<file path="src/rtl/cs_byte_packer_if.sv">
`default_nettype none
// ============================================================================
//  Module      : cs_byte_packer_if
//  Description : Byte-stream input and packed-block output bundle for the
//                checksum-stage byte packer.
//                master : upstream/consumer side (drives in_*, reads block)
//                slave  : packer side (reads in_*, drives block outputs)
//  Ports       : in_valid, in_byte[7:0], in_last      -> packer
//                data[WIDTH_DATA-1:0], out_valid,
//                out_last, out_nbytes[5:0]             <- packer
//  Revision    : 1.0  initial release
// ============================================================================
interface cs_byte_packer_if #(
    parameter int WIDTH_DATA = 128
);
    logic                  in_valid;
    logic [7:0]            in_byte;
    logic                  in_last;
    logic [WIDTH_DATA-1:0] data;
    logic                  out_valid;
    logic                  out_last;
    logic [5:0]            out_nbytes;

    modport master (
        output in_valid, in_byte, in_last,
        input  data, out_valid, out_last, out_nbytes
    );

    modport slave (
        input  in_valid, in_byte, in_last,
        output data, out_valid, out_last, out_nbytes
    );
endinterface

`default_nettype wire

</file>
<file path="src/rtl/cs_byte_packer.sv">
`default_nettype none
// ============================================================================
//  Module      : cs_byte_packer
//  Description : Packs a serial byte stream into WIDTH_DATA-bit blocks for the
//                checksum stage. The first byte of a block lands in the MSB
//                byte. A block is emitted when it fills or when a byte with
//                in_last arrives; a short final block is zero-padded.
//  Ports       : clk         rising-edge clock
//                rst_n       asynchronous active-low reset
//                bus.in_*    byte stream in (no backpressure)
//                bus.data    packed block, held until the next emit
//                bus.out_valid / out_last / out_nbytes  one-cycle emit pulse
//  Revision    : 1.0  initial release
// ============================================================================
module cs_byte_packer #(
    parameter int WIDTH_DATA = 128
) (
    input  wire logic        clk,
    input  wire logic        rst_n,
    cs_byte_packer_if.slave  bus
);

    localparam int         BYTES       = WIDTH_DATA / 8;
    localparam logic [5:0] c_last_slot = 6'(BYTES - 1);

    localparam logic [0:0] c_st_idle = 1'b0;
    localparam logic [0:0] c_st_fill = 1'b1;

    logic [0:0]            r_state;
    logic [5:0]            r_cnt;
    logic [WIDTH_DATA-1:0] r_shift;
    logic [WIDTH_DATA-1:0] r_data;
    logic                  r_out_valid;
    logic                  r_out_last;
    logic [5:0]            r_out_nbytes;

    logic [5:0]            w_slot;
    logic [WIDTH_DATA-1:0] w_ins;
    logic [WIDTH_DATA-1:0] w_blk;
    logic                  w_emit;

    // In IDLE the block is empty, so the incoming byte always goes to slot 0.
    assign w_slot = (r_state == c_st_idle) ? 6'd0 : r_cnt;

    // Place the incoming byte at its slot; slot 0 is the top byte.
    assign w_ins  = {bus.in_byte, {(WIDTH_DATA-8){1'b0}}} >> {w_slot, 3'b000};

    // The shift register is cleared on every emit, so slots past the current
    // one are already zero and OR-ing in the new byte yields the padded block.
    assign w_blk  = r_shift | w_ins;

    assign w_emit = bus.in_valid && (bus.in_last || (w_slot == c_last_slot));

    always_ff @(posedge clk or negedge rst_n) begin
        if (!rst_n) begin
            r_state      <= c_st_idle;
            r_cnt        <= 6'd0;
            r_shift      <= '0;
            r_data       <= '0;
            r_out_valid  <= 1'b0;
            r_out_last   <= 1'b0;
            r_out_nbytes <= 6'd0;
        end else begin
            r_out_valid  <= 1'b0;
            r_out_last   <= 1'b0;
            r_out_nbytes <= 6'd0;

            if (bus.in_valid) begin
                if (w_emit) begin
                    r_data       <= w_blk;
                    r_out_valid  <= 1'b1;
                    r_out_last   <= bus.in_last;
                    r_out_nbytes <= w_slot + 6'd1;
                    r_shift      <= '0;
                    r_cnt        <= 6'd0;
                    r_state      <= c_st_idle;
                end else begin
                    r_shift      <= w_blk;
                    r_cnt        <= w_slot + 6'd1;
                    r_state      <= c_st_fill;
                end
            end
        end
    end

    assign bus.data       = r_data;
    assign bus.out_valid  = r_out_valid;
    assign bus.out_last   = r_out_last;
    assign bus.out_nbytes = r_out_nbytes;

endmodule

`default_nettype wire

</file>
<file path="src/flat_wrapper.sv">
// flat-port wrapper written by rule: the top's interface ports become plain ports
module cs_byte_packer_flat 
#(
    parameter int WIDTH_DATA = 128
)
  (clk, rst_n, bus_in_valid, bus_in_byte, bus_in_last, bus_data, bus_out_valid, bus_out_last, bus_out_nbytes);
  cs_byte_packer_if #(.WIDTH_DATA(WIDTH_DATA)) bus_i ();
  input  wire logic clk;
  input  wire logic rst_n;
  input wire logic [$bits(bus_i.in_valid)-1:0] bus_in_valid;
  input wire logic [$bits(bus_i.in_byte)-1:0] bus_in_byte;
  input wire logic [$bits(bus_i.in_last)-1:0] bus_in_last;
  output wire logic [$bits(bus_i.data)-1:0] bus_data;
  output wire logic [$bits(bus_i.out_valid)-1:0] bus_out_valid;
  output wire logic [$bits(bus_i.out_last)-1:0] bus_out_last;
  output wire logic [$bits(bus_i.out_nbytes)-1:0] bus_out_nbytes;
  assign bus_i.in_valid = bus_in_valid;
  assign bus_i.in_byte = bus_in_byte;
  assign bus_i.in_last = bus_in_last;
  assign bus_data = bus_i.data;
  assign bus_out_valid = bus_i.out_valid;
  assign bus_out_last = bus_i.out_last;
  assign bus_out_nbytes = bus_i.out_nbytes;
  cs_byte_packer #(.WIDTH_DATA(WIDTH_DATA)) u_core (.clk(clk), .rst_n(rst_n), .bus(bus_i));
endmodule
</file>
<file path="config.mk">
export PLATFORM = sky130hd
export DESIGN_NAME = cs_byte_packer_flat
export DESIGN_NICKNAME = d
export VERILOG_FILES = /design/src/rtl/cs_byte_packer_if.sv /design/src/rtl/cs_byte_packer.sv /design/src/flat_wrapper.sv
export SDC_FILE = /design/constraint.sdc
export NUM_CORES = 1
export LEC_CHECK = 0
export CAP_MARGIN = 5
export CELL_PAD_IN_SITES_DETAIL_PLACEMENT = 1
export CELL_PAD_IN_SITES_GLOBAL_PLACEMENT = 1
export CORE_MARGIN = 2
export CORE_UTILIZATION = 42
export CTS_CLUSTER_DIAMETER = 80
export DETAILED_ROUTE_END_ITERATION = 7
export GPL_ROUTABILITY_DRIVEN = 1
export PLACE_DENSITY = 0.78
export SYNTH_ARGS = -nofsm -noshare
export SYNTH_HDL_FRONTEND = slang
export SYNTH_SLANG_ARGS = --single-unit
</file>
<file path="constraint.sdc">
create_clock -name clk -period 3.25 [get_ports clk]
set_input_delay 0.65 -clock clk [delete_from_list [all_inputs] [get_ports clk]]
set_output_delay 0.65 -clock clk [all_outputs]
set_load 0.02 [all_outputs]
</file>
==> flow_summary.yaml <==
timing:
  worst_pin_slew_ns: 1.053
  min_period_ns: 3.002
  fmax_mhz: 333.2
  fin_crit_sh_pct: 92.36
  finalHoldViolCount: 0
  drv_slew: 0
  slew_headroom_pct: 29.77
  final.setup.tns_ns: 0
  rsz0062_at_grt: "no"
  setup_viol: 0
  setup_slack_ns: 0.2483
  finClkSkew_ns: 0.01475
clocking:
  htree_levels: 1
  ctsResizeCount: 0
  cts_sinks: 271
  cts.clk_slew.worst_paths_ns: 0.06
  insertion_delay_ns: 0.55
  clk_path_buf_depth: 3
  hold_buffers: 0
  cts_tree: "done"
  numCtsBuffers: 28
  cts_root_buffer: "clkbuf_16"
  cts_setup_buffers: 0
worst_setup_path:
  path_class: "flip-flop to flip-flop"
  worstPathMaxFanout: 138
  cp.required_ns: 3.64
  cp.arrival_ns: 3.39
  endpoint_kind: "flip-flop"
  setup.worst_path.start_class: "flip-flop"
  crit_family: "simple AND/OR/NAND/NOR gates"
  critPathSlowestCell: "dfrtp_1"
  crit_chain: "nand2_1 > inv_1 > ha_1 > and4bb_1 > a21o_4 > nand2_2 > inv_6 > buf_12 > a21oi_1"
  cpPeakStageDelay_ns: 0.59
  regToRegSetupSlack_ns: 0.25
  critPathBufInv: 3
layout:
  synthToLayoutAreaGrowth_pct: 26.40
  final_common_cell: "a21oi_1"
  final_core_util_pct: 54.44
  nets: 1235
  layout-drive-gt1-share_pct: 9.413
  layout_common_cells: "a21oi_1, dfrtp_1, clkdlybuf4s50_1"
  diodes: 0
pwr:
  p_sw_share_pct: 27.02
  p_comb_share_pct: 15.1
  p_leak_nw: 6.033
  ir_drop_uv: 323.8
  p_int_mw: 6.172
  p_clk_share_pct: 40.4
  power.switching_mw: 2.285
  power.total_mw: 8.457
  power_frac_seq_pct: 44.5
  power_density_nw_per_um2: 613.3
detailed_routing:
  vias_per_cell: 5.832
  vias: 9174
  drtPass1Iterations: 4
  route.detailed.drc: 0
  totalWireLength_um: 35270
  antenna_left: 0
  drt-initial-drc-count: 833
  wl_per_cell_um: 22.42
die:
  initial_core_util_pct: 43.07
  pin_count: 148
  die-area_um2: 27280
  die_x_um: 165.2
  coreArea_um2: 25330
  rows: 58
  die_h_um: 165.2
synth:
  synth_area_um2: 10910
  synth_top_family_by_area: "compound AO/OA/AOI/OAI gates"
  syn-instance-count: 1108
  synth-xor-area-share_pct: 0.3212
  syn-num-nets: 1121
  synth.avg_cell_area_um2: 9.845
  synth-simple-area-share_pct: 7.341
  ys_seq_area_share_pct: 62.17
  yosys_warnings: 0
  synth.distinct_cells: 41
  muxShareOfSynthArea_pct: 0.1032
  async_reset_ff_share_pct: 100.0
  synth_seq_cells: 271
  synth_edf_count: 0
  ys_dominant_reg_cell: "dfrtp_1"
  synthAdderAreaFrac_pct: 0.1147
  synth_compound_area_share_pct: 25.74
placement:
  gp_congestion: 0.8689
  place.port_buffers: 147
  dpl.hpwl_um: 20790
  place_ws_ns: 0.3453
status:
  outcome: "completed"
global_routing:
  grt_first_pass_wirelength_um: 55390
  grt_pass1_vias: 9548
  track_usage_pct: 26.24
  grt_max_degree: 139
  grt_overflow_total: 0
  antenna_found_initial: 0
worst_hold_path:
  hold_path_class: "primary input to async pin"
job:
  drv_cap: 0
area by class of cell:
class / count / area (um2)
fillers: 2757 / 11540
multi-input cells: 728 / 3707
repair buffers: 190 / 1884
flip-flops and latches: 271 / 6782
clock inverters: 10 / 125.1
inverters: 3 / 16.27
clock buffers: 41 / 860.8
well taps: 330 / 412.9
cell usage after synthesis, types with 4 or more instances:
| library cell | instances | area share, % |
|---|---|---|
| clkbuf_1 | 68 | 2.3 |
| a21oi_1 | 496 | 23 |
| buf_2 | 37 | 1.7 |
| dfrtp_1 | 271 | 62 |
| nor2_1 | 143 | 4.9 |
| a31oi_1 | 18 | 1.0 |
| nand2_1 | 8 | 0.28 |
| a211oi_1 | 4 | 0.28 |
| and2_1 | 9 | 0.52 |
| a21bo_2 | 6 | 0.55 |
sequential cells by signal, indices dropped and copies added (netlist names):
signal                 flops
u_core.r_state             1
u_core.bus.out_nbytes      6
u_core.r_cnt               6
u_core.bus.out_valid       1
u_core.bus.data          128
u_core.bus.out_last        1
u_core.r_shift           128
per-layer routing:
layer / wire [um] / GRT usage [%] / vias to the layer above
li1: - / - / 4099
met1: 15570 / 37.58 / 4695
met2: 16750 / 41.50 / 331
met3: 2119 / 4.146 / 49
met4: 825 / 7.589 / 0
met5: 0 / 0 / -
metrics by stage:
stage	instances	cell area, um2	hold WS (ns)
detailed placement	1522	12800	0.4834
CTS	1573	13790	0.06768
finish	1573	13790	0.04791
global route	1573	13790	0.08505
floorplan	1108	10910	0.3544
global placement	1522	12800	0.4756
final timing paths:
kind,end,start,depth (start not counted)
min,u_core.bus.data[122],rst_n,1
min in group clk,u_core.r_shift[19],u_core.r_shift[19],2
max,u_core.bus.data[101],u_core.r_state,9
max reg2reg,u_core.bus.data[101],u_core.r_state,9
min reg2reg,u_core.r_shift[19],u_core.r_shift[19],2
max in group asynchronous,u_core.r_shift[64],rst_n,2
kinds of logic after synthesis:
logic type | count (synthesis)
DFF | 271
buffers and inverters | 109
xor gates and xnor gates | 4
adders and majority gates | 1
AOI/OAI and AO/OA | 538
muxes | 1
and+or+nand+nor | 184
worst reg2reg max path, delay by kind of cell (launching register included):
family / cells / cell delay (ns)
flip-flops: 1 / 0.59
adder cells (fa/ha/maj): 1 / 0.28
AO/OA/AOI/OAI: 2 / 0.54
buffers and inverters: 3 / 0.65
AND/OR/NAND/NOR: 3 / 0.78
power groups by stage:
| stage | Clock (mW) | Sequential [mW] | Combinational (mW) |
|---|---|---|---|
| 2_1_floorplan | 0 | 4.02 | 0.375 |
| 3_3_place_gp | 0 | 3.81 | 1.25 |
| 3_5_place_dp | 0 | 3.81 | 1.28 |
| 4_1_cts | 3.46 | 3.76 | 1.29 |
| 5_1_grt | 3.59 | 3.78 | 1.38 |
| 6_report | 3.42 | 3.76 | 1.28 |
(Power assumes the default switching activity.)
